## src/rtl/pls_seq.sv

```systemverilog
// pls_seq: segment sequencer feeding the pulse generator.
// Holds one segment ahead so consecutive segments chain without a gap.
module pls_seq #(
  parameter int CNT_W = 32
) (
  input  logic             clk,
  input  logic             aclr,
  input  logic             abort,
  input  logic             seg_valid,
  output logic             seg_ready,
  input  logic [31:0]      seg_T,
  input  logic [CNT_W-1:0] seg_N,
  input  logic             seg_dir,
  input  logic             seg_pause,
  output logic [31:0]      T,
  output logic             dir_req,
  output logic             pause_req,
  output logic             start_clk,
  output logic             stop_clk,
  input  logic             loaded,
  input  logic             run,
  input  logic             start_rdy,
  output logic             busy,
  output logic             seg_done,
  output logic [CNT_W-1:0] steps_left,
  output logic             err
);

  typedef enum logic [1:0] {
    IDLE,
    RUN,
    STOP,
    ABORT
  } state_e;

  state_e           state_q;
  logic [31:0]      cur_T_q;
  logic             cur_dir_q;
  logic             cur_pause_q;
  logic [CNT_W-1:0] cur_left_q;
  logic [31:0]      nxt_T_q;
  logic             nxt_dir_q;
  logic             nxt_pause_q;
  logic [CNT_W-1:0] nxt_left_q;
  logic             nxt_valid_q;
  logic             stop_q;
  logic             seg_done_q;
  logic             err_q;

  logic left_nz;
  logic last;
  logic promote;
  logic accept;
  logic can_start;

  assign left_nz = cur_left_q != '0;
  assign last    = loaded && (cur_left_q == CNT_W'(1));
  assign promote = nxt_valid_q && (!left_nz || last);

  assign seg_ready = !nxt_valid_q && (state_q != ABORT) && !abort;
  assign accept    = seg_valid && seg_ready && (seg_N != '0);

  // Start only from a quiet generator; never depends on loaded.
  assign can_start = (state_q == IDLE) || (state_q == STOP);
  assign start_clk = can_start && left_nz && start_rdy && !abort;
  assign stop_clk  = stop_q && (state_q == STOP) && !abort;

  assign T          = cur_T_q;
  assign dir_req    = cur_dir_q;
  assign pause_req  = cur_pause_q;
  assign steps_left = cur_left_q;
  assign seg_done   = seg_done_q;
  assign err        = err_q;
  assign busy       = (state_q != IDLE) || left_nz || nxt_valid_q || run;

  always_ff @(posedge clk or posedge aclr) begin
    if (aclr) begin
      state_q     <= IDLE;
      cur_T_q     <= '0;
      cur_dir_q   <= 1'b0;
      cur_pause_q <= 1'b0;
      cur_left_q  <= '0;
      nxt_T_q     <= '0;
      nxt_dir_q   <= 1'b0;
      nxt_pause_q <= 1'b0;
      nxt_left_q  <= '0;
      nxt_valid_q <= 1'b0;
      stop_q      <= 1'b0;
      seg_done_q  <= 1'b0;
      err_q       <= 1'b0;
    end else if (abort) begin
      state_q     <= ABORT;
      cur_left_q  <= '0;
      nxt_valid_q <= 1'b0;
      stop_q      <= 1'b0;
      seg_done_q  <= 1'b0;
      err_q       <= 1'b0;
    end else begin
      seg_done_q <= last;
      stop_q     <= 1'b0;

      if (loaded && !left_nz)
        err_q <= 1'b1;

      if (promote) begin
        cur_T_q     <= nxt_T_q;
        cur_dir_q   <= nxt_dir_q;
        cur_pause_q <= nxt_pause_q;
        cur_left_q  <= nxt_left_q;
      end else if (loaded && left_nz) begin
        cur_left_q <= cur_left_q - CNT_W'(1);
      end

      if (accept) begin
        nxt_T_q     <= seg_T;
        nxt_dir_q   <= seg_dir;
        nxt_pause_q <= seg_pause;
        nxt_left_q  <= seg_N;
        nxt_valid_q <= 1'b1;
      end else if (promote) begin
        nxt_valid_q <= 1'b0;
      end

      unique case (state_q)
        IDLE, STOP: begin
          // A one-period segment finishes on its own start edge.
          if (start_clk) begin
            if (last && !nxt_valid_q) begin
              state_q <= STOP;
              stop_q  <= 1'b1;
            end else begin
              state_q <= RUN;
            end
          end else if (state_q == STOP && !run) begin
            state_q <= IDLE;
          end
        end
        RUN: begin
          if (last && !nxt_valid_q) begin
            state_q <= STOP;
            stop_q  <= 1'b1;
          end
        end
        ABORT: begin
          if (!run)
            state_q <= IDLE;
        end
        default: state_q <= IDLE;
      endcase
    end
  end

endmodule

```

## config.mk

```make
export PLATFORM = sky130hd
export DESIGN_NAME = pls_seq
export DESIGN_NICKNAME = d
export VERILOG_FILES = /design/src/rtl/pls_seq.sv
export SDC_FILE = /design/constraint.sdc
export NUM_CORES = 1
export LEC_CHECK = 0
export BUFFER_PORTS_ARGS = -buffer_cell sky130_fd_sc_hd__buf_2
export CAP_MARGIN = 20
export CORE_UTILIZATION = 57
export DETAILED_ROUTE_END_ITERATION = 12
export GPL_ROUTABILITY_DRIVEN = 1
export PLACE_DENSITY = 0.84
export SYNTH_ARGS = -nofsm -noshare
export SYNTH_HDL_FRONTEND = slang
export SYNTH_SLANG_ARGS = --single-unit
```

## constraint.sdc

```tcl
create_clock -name clk -period 7.5 [get_ports clk]
set_input_delay 1.125 -clock clk [delete_from_list [all_inputs] [get_ports clk]]
set_output_delay 1.125 -clock clk [all_outputs]
set_load 0.05 [all_outputs]
```

==> impl.org, run 1 <==
** Yosys
- EDFF count, synth :: 0
- For this run, the number of Yosys warnings is 0.
- Post-synthesis instance total :: roughly 520
- Synthesized-area fraction occupied by and/or/nand/nor cells :: 0.1338
- Post-Synth Adder-Cell Area :: 0.005928
- Share of synthesized area occupied by flip-flops and latches :: 0.5453
- After synthesis, the netlist uses 54 different library cells.
- The complex-gate fraction of the synthesized area is 0.1075.
- In this run, synthesis produced a sequential element count of between 100 and 150.
- Post-Synth XOR/XNOR Area :: 0.001383
- Summing every instance area after synthesis gives roughly 6300 um^2.
- Multiplexer fraction of the synthesized cell area :: 0.1778
- Mean instance size in the synthesized netlist :: about 12 um^2
- Main combinational cell family by area after synthesis :: multiplexers
- When the netlist entered floorplanning its net count stood at 599.
- For this run, asynchronously set or reset flops after synthesis account for 1.000.
- The most used flip-flop cell after synthesis is dfrtp_1.

** Finish
- Compared with the post-synthesis result, the final layout area differs by 22.31%.
- After the last flow step, the layout net total stands at 732.
- The top cell types in the final layout, fill and taps aside, are buf_2 (144), dfrtp_1 (138), mux2_2 (100), nor4_1 (31), nor2_1 (28).
- Share of layout cells above drive strength 1 :: 0.4380
- Leaving out fill and tap cells, the most frequent cell in the layout is buf_2.

** STA
- The total count of hold-check failures in the final report came to 0.
- Setup total negative slack on the finished layout was measured at 0 ns.
- Hold slack :: ~0.50 ns
- At the pin with the least slew margin, the transition time is 1.070 ns.
- In this run the tightest slew margin relative to its limit is 0.2870.
- Setup violations remaining at the end of the flow were counted as 0.
- Final Max Tran Viols :: 0
- Minimum period implied by the final worst setup slack :: roughly 4.4 ns
- Of the available clock period, the critical path in the final layout requires 0.5850.
- Setup repair after global routing left no endpoint under its margin.
- Based on the critical path, the design can be clocked at up to about 230 MHz.
- Clock skew on the completed layout was measured at approximately 0.0074 ns.

** Setup path
- Worst-path cell with the longest stage delay :: nand4_1
- At the worst endpoint, the arrival time is about 3.3 ns.
- The worst setup path is of the flop to output port kind.
- For the worst setup path, the data required time is around 6.4 ns.
- The cell family contributing the most delay on the critical path is simple AND/OR/NAND/NOR gates.
- Cell chain of the critical path :: nor4_1, nand4_1, o21ai_0, nor2_1, buf_2
- Largest fanout of any net on the critical path :: 15
- STA classifies the critical path endpoint as an output port.
- Together, buffers and inverters on the worst path number 1.
- Startpoint type of the worst setup path :: flop
- The largest single stage delay on the critical path is around 0.75 ns.

** CTS
- Clock Latency Late Sink :: between 0.5 and 0.6 ns
- Gates resized during post-CTS repair numbered 0.
- Clock tree from TritonCTS :: built
- After clock tree synthesis, the setup repair step added 0 buffers.
- No sink is reached through more buffers than the 2 on the longest clock path.
- In this run the number of H-tree levels came out at 4.
- Clock buffer count from CTS :: 17
- After clock tree synthesis, the clock-pin slew on the worst setup and hold paths is around 0.06 ns.
- In this run, post-CTS hold repair placed 0 buffers.
- Clock root buffer :: clkbuf_8
- TritonCTS sink count :: 138

** Floorplanning
- In this run the core area contains 38 standard-cell rows.
- X dimension of the die :: 107.4 um
- Pin placement for this block handled between 100 and 150 I/O pins.
- The region available for standard cell placement spans around 11,000 um^2.
- The initial utilization of the core area, before any placement, comes to 0.5841.
- Die area :: approximately 12,000 um^2
- Die Height :: between 100 and 150 um

** Global route
- Antenna violations before repair :: 1
- Across every metal layer, demand over resource in global routing totals 0.2891.
- Entering global routing, the biggest net connects between 80 and 90 pins.
- The first global-routing pass estimated approximately 25,000 um of wire.
- Number of global-route vias before repair :: between 5,000 and 6,000
- Total congestion overflow after global routing :: 0
- For this run, global-route usage on met2 was measured as 0.4673.
- In the global route stage, met3 resource usage came out at 0.08777.
- Peak-usage layer in the global routing report :: met2
- In the global route stage, met1 resource usage came out at 0.3680.

** Drt
- Total vias in the final route :: slightly above 5,000
- The pre-antenna-repair detailed-routing pass consisted of 6 iterations.
- Post-route antenna net violation count :: 0
- Starting DRT DRC Count :: about 340
- Dividing the detail-routed wire length by the instance count gives 19.48 um.
- Wires add up to roughly 16,000 um.
- In the routed design, unresolved DRC markers number 0.
- In the routed layout, each cell is associated on average with a via count of roughly 6.3.

** Placed design
- Total of buffers placed on input and output ports :: around 140
- Summed over all nets, the half-perimeter wirelength after detailed placement is about 11,000 um.
- Final estimated routing congestion in global placement :: around 0.95

** Flow run
- Across the run, the number of max-cap violations was 0.

** Power
- Post-route total power :: a little over 0.003 W
- Static Leakage :: 3.646 nW
- Power spread over the standard cell area amounts to roughly 400 nW/um^2.
- Across the VDD grid, the largest voltage drop is roughly 0.00025 V.

** Run status
- The run finished with clean final reports.

** Worst hold path
- In this run the worst hold path is classified as flop to flop.
## registers in the layout (all words and copies together) (netlist names)
name	flops
T	32
nxt_T_q	32
nxt_left_q	32
steps_left	32
state_q	2
dir_req	1
err	1
nxt_dir_q	1
nxt_pause_q	1
nxt_valid_q	1
pause_req	1
seg_done	1
stop_q	1
## layer usage
layer	vias to the layer above	share of wire	routed length, um
met1	2552	0.41	6447
li1	2294	-	-
met3	24	0.086	1353
met5	-	0	0
met4	0	0.014	226
met2	218	0.49	7750
## kinds of logic (layout without fill, tap and decap cells)
kind of cell	after synthesis	in the layout
other	0	1
AND/OR/NAND/NOR	147	147
XOR/XNOR	1	1
flip-flops	138	138
AO/OA/AOI/OAI	90	90
multiplexers	100	100
adder cells (fa/ha/maj)	3	3
buffers and inverters	44	190
## cell type report
type                       instances  area, um^2
tap                              140       175.2
antenna                            1       2.502
fill                             787        3095
timing repair buffer             149       778.2
clock buffer                      20       435.4
clock inverter                    12       140.1
inverter                           9       36.28
sequential                       138        3453
multi-input combinational        341        2724
## Yosys cell counts, types with 7 or more instances
cell | n | area, um^2
clkbuf_1 | 28 | 105.1
dfrtp_1 | 138 | 3453
o21ai_0 | 19 | 95.09
nand2_1 | 9 | 33.78
and3_1 | 7 | 43.79
a311oi_1 | 16 | 140.1
nand3_1 | 11 | 55.05
nor3_1 | 21 | 105.1
mux2_2 | 100 | 1126
nor4_1 | 32 | 200.2
a211oi_1 | 17 | 127.6
nor2_1 | 28 | 105.1
inv_1 | 9 | 33.78
or4_1 | 8 | 60.06
## worst paths after layout
path,startpoint,endpoint,slack [ns],cells after the start
min in group asynchronous,aclr,nxt_T_q[8],0.67,2
max reg2reg,steps_left[12],steps_left[24],3.86,5
min,T[22],T[22],0.50,1
min reg2reg,T[22],T[22],0.50,1
max,steps_left[12],start_clk,3.11,5
max in group asynchronous,aclr,nxt_valid_q,5.61,4
## per-stage QoR
stage               instance area [um^2]  std cells  utilization  setup slack (ns)
detailed placement                  7139        776       0.6586             3.693
global route                        7742        809       0.7142             2.854
floorplan                           6332        523            -             2.679
CTS                                 7715        808       0.7117             3.147
global placement                    7139        776       0.6586             3.788
finish                              7745        810       0.7145             3.112
## power by group
group / switching, W / leakage (nW) / internal, W
Clock: 0.000320 / 0.272 / 0.000486
Sequential: 0.000171 / 1.75 / 0.000976
Combinational: 0.000736 / 1.62 / 0.000388
(Power assumes the default switching activity.)
==> run 2, diff against run 1 <==
--- a/config.mk
+++ b/config.mk
@@ -7,10 +7,10 @@
 export LEC_CHECK = 0
 export BUFFER_PORTS_ARGS = -buffer_cell sky130_fd_sc_hd__buf_2
 export CAP_MARGIN = 20
-export CORE_UTILIZATION = 57
+export CORE_UTILIZATION = 49
 export DETAILED_ROUTE_END_ITERATION = 12
 export GPL_ROUTABILITY_DRIVEN = 1
-export PLACE_DENSITY = 0.84
+export PLACE_DENSITY = 0.76
 export SYNTH_ARGS = -nofsm -noshare
 export SYNTH_HDL_FRONTEND = slang
 export SYNTH_SLANG_ARGS = --single-unit
==> constraint.sdc (replaced) <==
create_clock -name clk -period 3.85 [get_ports clk]
set_input_delay 0.5775 -clock clk [delete_from_list [all_inputs] [get_ports clk]]
set_output_delay 0.5775 -clock clk [all_outputs]
set_load 0.05 [all_outputs]
==> run 2 against run 1 <==
  * Largest power group unchanged
  * Core utilization decreased by 8.7 points
  * Critical path depth rose by 2
  * Via count increased by 0.65%
  * Sequential power grew 95%
  * Total power grew 100%
  * Sequential cell count is the same
  * Setup slack got worse by 2.7 ns
  * Worst hold slack got worse by 0.45 ns
  * Critical path type unchanged
==> impl.org, run 2 (synthesized netlist as in run 1, its figures left out) <==
** Run status
- Status :: finished, final reports clean (unchanged)

** Setup path
- Largest fanout of any net on the critical path :: 7 (was 15)
- The capturing point of the worst reg2reg path was steps_left[17] (was steps_left[24]).
- CP peak stage delay :: 0.47 ns (was 0.75 ns)
- Reg2Reg Setup Slack :: 0.83 ns (was 3.86 ns)
- The startpoint class of the critical path is a flop (unchanged).
- Cell chain of the critical path: inv_1, ha_1, or3b_2, or4_1, o21ai_0, nor2_1, buf_2 (was nor4_1, nand4_1, o21ai_0, nor2_1, buf_2).
- Critical path endpoint category :: output port (unchanged)
- The worst endpoint required time is 3.27 ns (was 6.38 ns).
- The data arrival time of the worst path came to 2.82 ns (was 3.26 ns).
- The slowest cell on the critical path is dfrtp_1 (was nand4_1).
- Crit path max-delay family :: simple AND/OR/NAND/NOR gates (unchanged)
- Worst path bufs/invs :: 2 (was 1)
- Worst Reg2Reg Path Length in Cells :: 6 (was 5)
- The startpoint-to-endpoint class of the critical path is flop to output port (unchanged).
- Start of the worst register-to-register path :: steps_left[2] (was steps_left[12])

** CTS
- The number of setup buffers added after CTS was 0 (unchanged).
- Max Root-Sink Buffers :: 2 (unchanged)
- The H-tree depth reported by CTS came to 4 (unchanged).
- Hold-fix buffers, CTS :: 0 (unchanged)
- Clock Latency Late Sink :: 0.42 ns (was 0.52 ns)
- The number of clock sinks came to 138 (unchanged).
- Clock slew seen by the registers of the worst setup and hold paths :: 0.06 ns (about the same)
- The total of cells resized after clock tree synthesis came to 0 (unchanged).
- The CTS tree is built (unchanged).
- Clock root buffer :: clkbuf_16 (was clkbuf_8)
- The number of buffers created by CTS was 17 (unchanged).

** Finish
- The most common cell after layout, fill and taps aside was buf_2 (unchanged).
- Design area :: 7924 um^2 (was 7745 um^2)
- Layout Nets :: 742 (was 732)
- Share of layout cells above drive strength 1 :: 0.4477 (was 0.4380)
- The area overhead of the layout relative to synthesis is 25.13% (was 22.31%).
- The number of diodes came to 0 (was 1).
- Highest-count cells in the layout ignoring fill and taps: buf_2 (144), dfrtp_1 (138), mux2_2 (100), nor4_1 (31), nor2_1 (28) (unchanged).

** STA
- The sum of negative setup slack came to 0 ns (unchanged).
- Setup repair after global routing missed its margin :: no (unchanged)
- Clock Skews :: 0.004778 ns (was 0.007352 ns)
- Pin slew with the least headroom to its limit :: 0.8581 ns (was 1.070 ns)
- Subtracting the final worst setup slack from the clock period gives approximately 3.4 ns.
- Hold slack :: 0.04770 ns (was 0.4989 ns)
- In the finished design, the share of the clock period the worst path needs comes to 0.8834.
- The total count of hold-check failures in the final report was 0 (unchanged).
- The relative max-transition margin was 0.4227 (was 0.2870).
- Maximum clock rate :: between 200 and 300 MHz
- Final Max Tran Viols :: 0 (unchanged)
- Final setup violation count :: 0 (unchanged)

** Placed design
- Final estimated routing congestion in global placement :: 0.8968 (was 0.9462)
- The detailed placer's ending HPWL came to 11,260 um (was 10,810 um).
- Total of buffers placed on input and output ports :: 144 (unchanged)
- The total cell area at the placement stage came to 7262 um^2 (was 7139 um^2).

** Global route
- Wire length of the first global-routing pass :: 25,720 um (was 25,490 um)
- The sum of overflow across all layers after global routing is 0 (unchanged).
- Number of global-route vias before repair :: 5,072 (was 5,080)
- Maximum number of pins on one net before global-route repair :: 93 (was 89)
- The total global routing track utilization came to 0.2555 (was 0.2891).
- Antenna violations before repair :: 2 (was 1)

** Power
- The worst supply voltage drop on vdd is 0.0004370 V (was 0.0002454 V).
- Static Leakage :: 3.718 nW (was 3.646 nW)
- Pwr dens :: 790.2 nW/um^2 (was 397.3 nW/um^2)

** Floorplanning
- The floorplan row count was 41 (was 38).
- The placeable core area came to 12,620 um^2 (was 10,840 um^2).
- The number of top-level pins was 145 (unchanged).
- The floorplan die width was 115.7 um (was 107.4 um).
- The die boundary height came to 115.7 um (was 107.4 um).
- The area of the die is 13,380 um^2 (was 11,530 um^2).
- The effective utilization at floorplan was 0.5018 (was 0.5841).

** Drt
- The number of detailed-routing iterations run before antenna repair was 5 (was 6).
- The detail-routed net length per standard cell was 18.63 um (was 19.48 um).
- The number of design-rule violations left by the first detailed-router iteration came to 436 (was 337).
- DRC violations left :: 0 (unchanged)
- Post-route antenna net violation count :: 0 (unchanged)
- Aggregate routed wire length :: 15,860 um (was 15,780 um)
- Total vias in the final route :: 5,121 (was 5,088)
- The vias per cell came to 6.018 (was 6.281).

** Worst hold path
- Path type of the worst min-delay path :: primary input to asynchronous set/reset pin (was flop to flop)

** Flow run
- Number of maximum-capacitance violations :: 0 (unchanged)
-- run 2: cell types whose count changed in the layout (fill, tap and decap cells not counted), sizes merged --
| cell | delta |
|---|---|
| clkbuf | +1 |
| diode | -1 |
| clkinvlp | +1 |
| buf | +10 |
| clkinv | -1 |
| inv | -4 |
| bufinv | +3 |
-- run 2: layer usage --
metal / wire length, um / up-vias / GRT usage
met2: 7523 / 253 / 0.3992
met4: 320 / 4 / 0.1051
met3: 1449 / 33 / 0.08996
met1: 6534 / 2523 / 0.3257
li1: - / 2308 / -
met5: 30 / - / 0
-- run 2: worst max path at each step --
stage	from	endpoint	slack, ns	cells past startpoint
after global placement	steps_left[2]	T[14]	0.92	5
after detailed placement	steps_left[2]	T[14]	0.88	5
after global routing	steps_left[0]	start_clk	0.30	7
after CTS	steps_left[0]	start_clk	0.46	7
after floorplan	abort	nxt_left_q[10]	0.56	6
final	steps_left[0]	start_clk	0.45	7
-- run 2: worst reg2reg max path, delay by kind of cell, from the launching register on --
family	cells	cell delay, ns
compound gates	1	0.16
buf+inv	1	0.27
flops	1	0.46
simple gates	4	2.01
-- run 2: where the power goes --
group | total (W) | switching, W | internal (W)
clock network | 0.00180 | 0.000604 | 0.00120
registers | 0.00224 | 0.000336 | 0.00190
logic | 0.00222 | 0.00143 | 0.000795
total | 0.00626 | 0.00237 | 0.00390
-- run 2: per-stage QoR --
| step | std cells | total power [W] | worst slack, ns | util |
|---|---|---|---|---|
| after floorplan | 523 | 0.003833 | 0.5591 | - |
| after global placement | 819 | 0.004358 | 0.9158 | 0.5755 |
| after detailed placement | 819 | 0.004447 | 0.8848 | 0.5755 |
| after CTS | 851 | 0.006273 | 0.4649 | 0.6279 |
| after global routing | 851 | 0.006568 | 0.3033 | 0.6279 |
| final | 851 | 0.006261 | 0.4489 | 0.6279 |
-- run 2: final cells by class --
class | instances | area (um^2)
clock inverters | 11 | 191.4
repair buffers | 159 | 845.8
flip-flops and latches | 138 | 3453
multi-input cells | 341 | 2710
fillers | 1018 | 4696
inverters | 9 | 37.54
well taps | 172 | 215.2
clock buffers | 21 | 470.5
==> run 3, diff against run 2 <==
--- a/config.mk
+++ b/config.mk
@@ -11,6 +11,7 @@
 export DETAILED_ROUTE_END_ITERATION = 12
 export GPL_ROUTABILITY_DRIVEN = 1
 export PLACE_DENSITY = 0.76
+export SETUP_SLACK_MARGIN = 0.5
 export SYNTH_ARGS = -nofsm -noshare
 export SYNTH_HDL_FRONTEND = slang
 export SYNTH_SLANG_ARGS = --single-unit
==> run 3 against run 2 <==
  * Total power barely moved
  * Critical endpoint unchanged
  * Critical path type unchanged
  * Via count about the same
  * Register-to-register slack is essentially flat
  * Sequential share of layout area hardly changed
  * Critical path depth stayed put
  * Largest power group unchanged
==> impl.org, run 3 (synthesized netlist as in run 1, its figures left out) <==
** Finish
- Highest-count cells in the layout ignoring fill and taps: buf_2 (144), dfrtp_1 (138), mux2_2 (100), nor4_1 (31), nor2_1 (28) (unchanged).
- The most common cell after layout, fill and taps aside was buf_2 (unchanged).
- Count of antenna diodes in the layout :: 0 (unchanged)
- The final design utilization was 0.6282 (was 0.6279).
- The area overhead of the layout relative to synthesis was 25.19% (was 25.13%).
- The total number of nets in the final design was 742 (unchanged).
- Share of layout cells above drive strength 1 :: 0.4492 (was 0.4477)

** Setup path
- CP peak stage delay :: 0.48 ns (was 0.47 ns)
- Worst path bufs/invs :: 2 (unchanged)
- Cell chain of the critical path: inv_1, ha_1, or3b_2, or4_1, o21ai_2, nor2_1, buf_2 (was inv_1, ha_1, or3b_2, or4_1, o21ai_0, nor2_1, buf_2).
- Critical path data required time :: 3.27 ns (about the same)
- The slowest cell on the critical path is or4_1 (was dfrtp_1).
- The data arrival time of the worst path was 2.64 ns (was 2.82 ns).
- Startpoint type of the worst setup path :: flop (unchanged)
- Critical path endpoint category :: output port (unchanged)
- Crit path max-delay family :: simple AND/OR/NAND/NOR gates (unchanged)
- Largest fanout of any net on the critical path :: 6 (was 7)
- Kind of critical path :: flop to output port (unchanged)
- The setup slack of the most critical reg-to-reg path came to 0.83 ns (about the same).

** Floorplanning
- X dimension of the die :: 115.7 um (unchanged)
- Placeable core region :: 12,620 um^2 (unchanged)
- The floorplan row count came to 41 (unchanged).
- The die boundary height came to 115.7 um (unchanged).
- Number of primary I/O pins :: 145 (unchanged)
- The area of the die was 13,380 um^2 (unchanged).
- Starting density of the core :: 0.5018 (unchanged)

** Power
- Share of total power in sequential cells :: 0.357 (about the same)
- Sw Ratio :: 0.3781 (was 0.3778)
- Maximum resistive drop on vdd :: 0.0004370 V (about the same)
- The clock group share of total power came to 0.288 (about the same).
- The leakage dissipation was 3.718 nW (about the same).
- The power spent charging and discharging nets is 0.002369 W (was 0.002365 W).
- Pwr dens :: 790.2 nW/um^2 (about the same)
- The combinational group share of total power came to 0.355 (about the same).
- The internal power summed over all cells is 0.003896 W (about the same).

** STA
- The maximum achievable frequency is 310.6 MHz (was 294.0 MHz).
- The final critical-path setup slack is 0.6299 ns (was 0.4489 ns).
- The clock tree skew after final layout is 0.006150 ns (was 0.004778 ns).
- The relative max-transition margin is 0.4264 (was 0.4227).
- The clock period minus worst slack came to 3.220 ns (was 3.401 ns).
- The final max-slew violation count came to 0 (unchanged).
- The post-route clock period utilization was 0.8364 (was 0.8834).
- Pin slew with the least headroom to its limit :: 0.8525 ns (was 0.8581 ns)
- Setup repair after global routing missed its margin: no (unchanged).
- The total count of hold-check failures in the final report came to 0 (unchanged).
- Final setup violation count :: 0 (unchanged)
- Post-route setup TNS :: 0 ns (unchanged)

** CTS
- Number of H-tree levels :: 4 (unchanged)
- Clock root buffer :: clkbuf_16 (unchanged)
- The clock transition at the registers of the reported paths is 0.06 ns (about the same).
- The number of clock sinks is 138 (unchanged).
- The clock network latency to the later pin of the worst-skew pair came to 0.42 ns (about the same).
- The number of buffers created by CTS came to 17 (unchanged).
- The count of hold buffers inserted by post-cts repair is 0 (unchanged).
- The maximum number of buffers from clock root to sink came to 2 (unchanged).
- The CTS tree is built (unchanged).
- The number of setup buffers added after CTS was 0 (unchanged).

** Global route
- Wire length of the first global-routing pass :: 25,720 um (unchanged)
- The initial antenna violation count was 2 (unchanged).
- The via count of the first global-routing pass was 5,072 (unchanged).
- Maximum number of pins on one net before global-route repair :: 93 (unchanged)
- The sum of overflow across all layers after global routing was 0 (unchanged).
- Total global-route track usage :: 0.2555 (unchanged)

** Drt
- The number of design-rule violations left by the first detailed-router iteration is 475 (was 436).
- DRC violations left :: 0 (unchanged)
- Aggregate routed wire length :: 15,880 um (was 15,860 um)
- The number of routed nets with antenna violations was 0 (unchanged).
- Routed wire length per instance :: 18.66 um (was 18.63 um)
- The number of detailed-routing iterations run before antenna repair was 5 (unchanged).
- Number of vias per cell :: 6.016 (was 6.018)
- The via count is 5,120 (was 5,121).

** Flow run
- Number of maximum-capacitance violations :: 0 (unchanged)

** Placed design
- Post-DP HPWL :: 11,260 um (unchanged)
- The placer congestion estimate came to 0.8968 (unchanged).
- Total of buffers placed on input and output ports :: 144 (unchanged)
- Place WS :: 0.8848 ns (unchanged)

** Run status
- Status :: finished, final reports clean (unchanged)

** Worst hold path
- The worst min-delay path category was primary input to asynchronous set/reset pin (unchanged).
-- run 3: final timing paths --
| path | start | end | depth (start not counted) |
|---|---|---|---|
| worst max-delay path | steps_left[1] | start_clk | 7 |
| worst min-delay path | aclr | T[25] | 2 |
| worst max register to register | steps_left[2] | steps_left[17] | 6 |
| worst min register to register | err | err | 2 |
| max in group asynchronous | aclr | T[13] | 3 |
| min in group clk | seg_T[27] | nxt_T_q[27] | 2 |
-- run 3: final cells by class --
type	count	area [um^2]
clock buffer	21	470.5
fill	1016	4692
sequential	138	3453
multi-input combinational	341	2714
inverter	9	37.54
clock inverter	11	191.4
timing repair buffer	159	845.8
tap	172	215.2
-- run 3: metrics by stage --
step                      power (W)  hold slack (ns)  instance area (um^2)  cells
after floorplan            0.003833           0.4736                  6336    523
after global placement     0.004358           0.4761                  7262    819
after detailed placement   0.004447           0.4818                  7262    819
after CTS                  0.006274          0.03273                  7924    851
after global routing       0.006572          0.03468                  7928    851
final                      0.006265          0.04755                  7928    851
-- run 3: power by group through the flow --
stage	combinational, W	clock, W	sequential, W
after global routing	0.00238	0.00190	0.00229
after CTS	0.00221	0.00183	0.00223
after detailed placement	0.00220	0	0.00225
after global placement	0.00214	0	0.00222
after floorplan	0.00114	0	0.00269
final	0.00222	0.00180	0.00224
-- run 3: what timing repair did --
action | 4_1_cts | 5_1_grt
endpoints found under the setup margin | 1 | 1
gates resized for setup | 1 | 1
cloned | 0 | 0
pin swaps | 0 | 0
-- run 3: layer usage --
layer / vias to the layer above / wire length (um) / part of all wire / global-route usage
met3: 32 / 1541 / 0.097 / 0.08996
met2: 252 / 7507 / 0.47 / 0.3992
met5: - / 30 / 0.0019 / 0
li1: 2304 / - / - / -
met4: 4 / 303 / 0.019 / 0.1051
met1: 2528 / 6493 / 0.41 / 0.3257
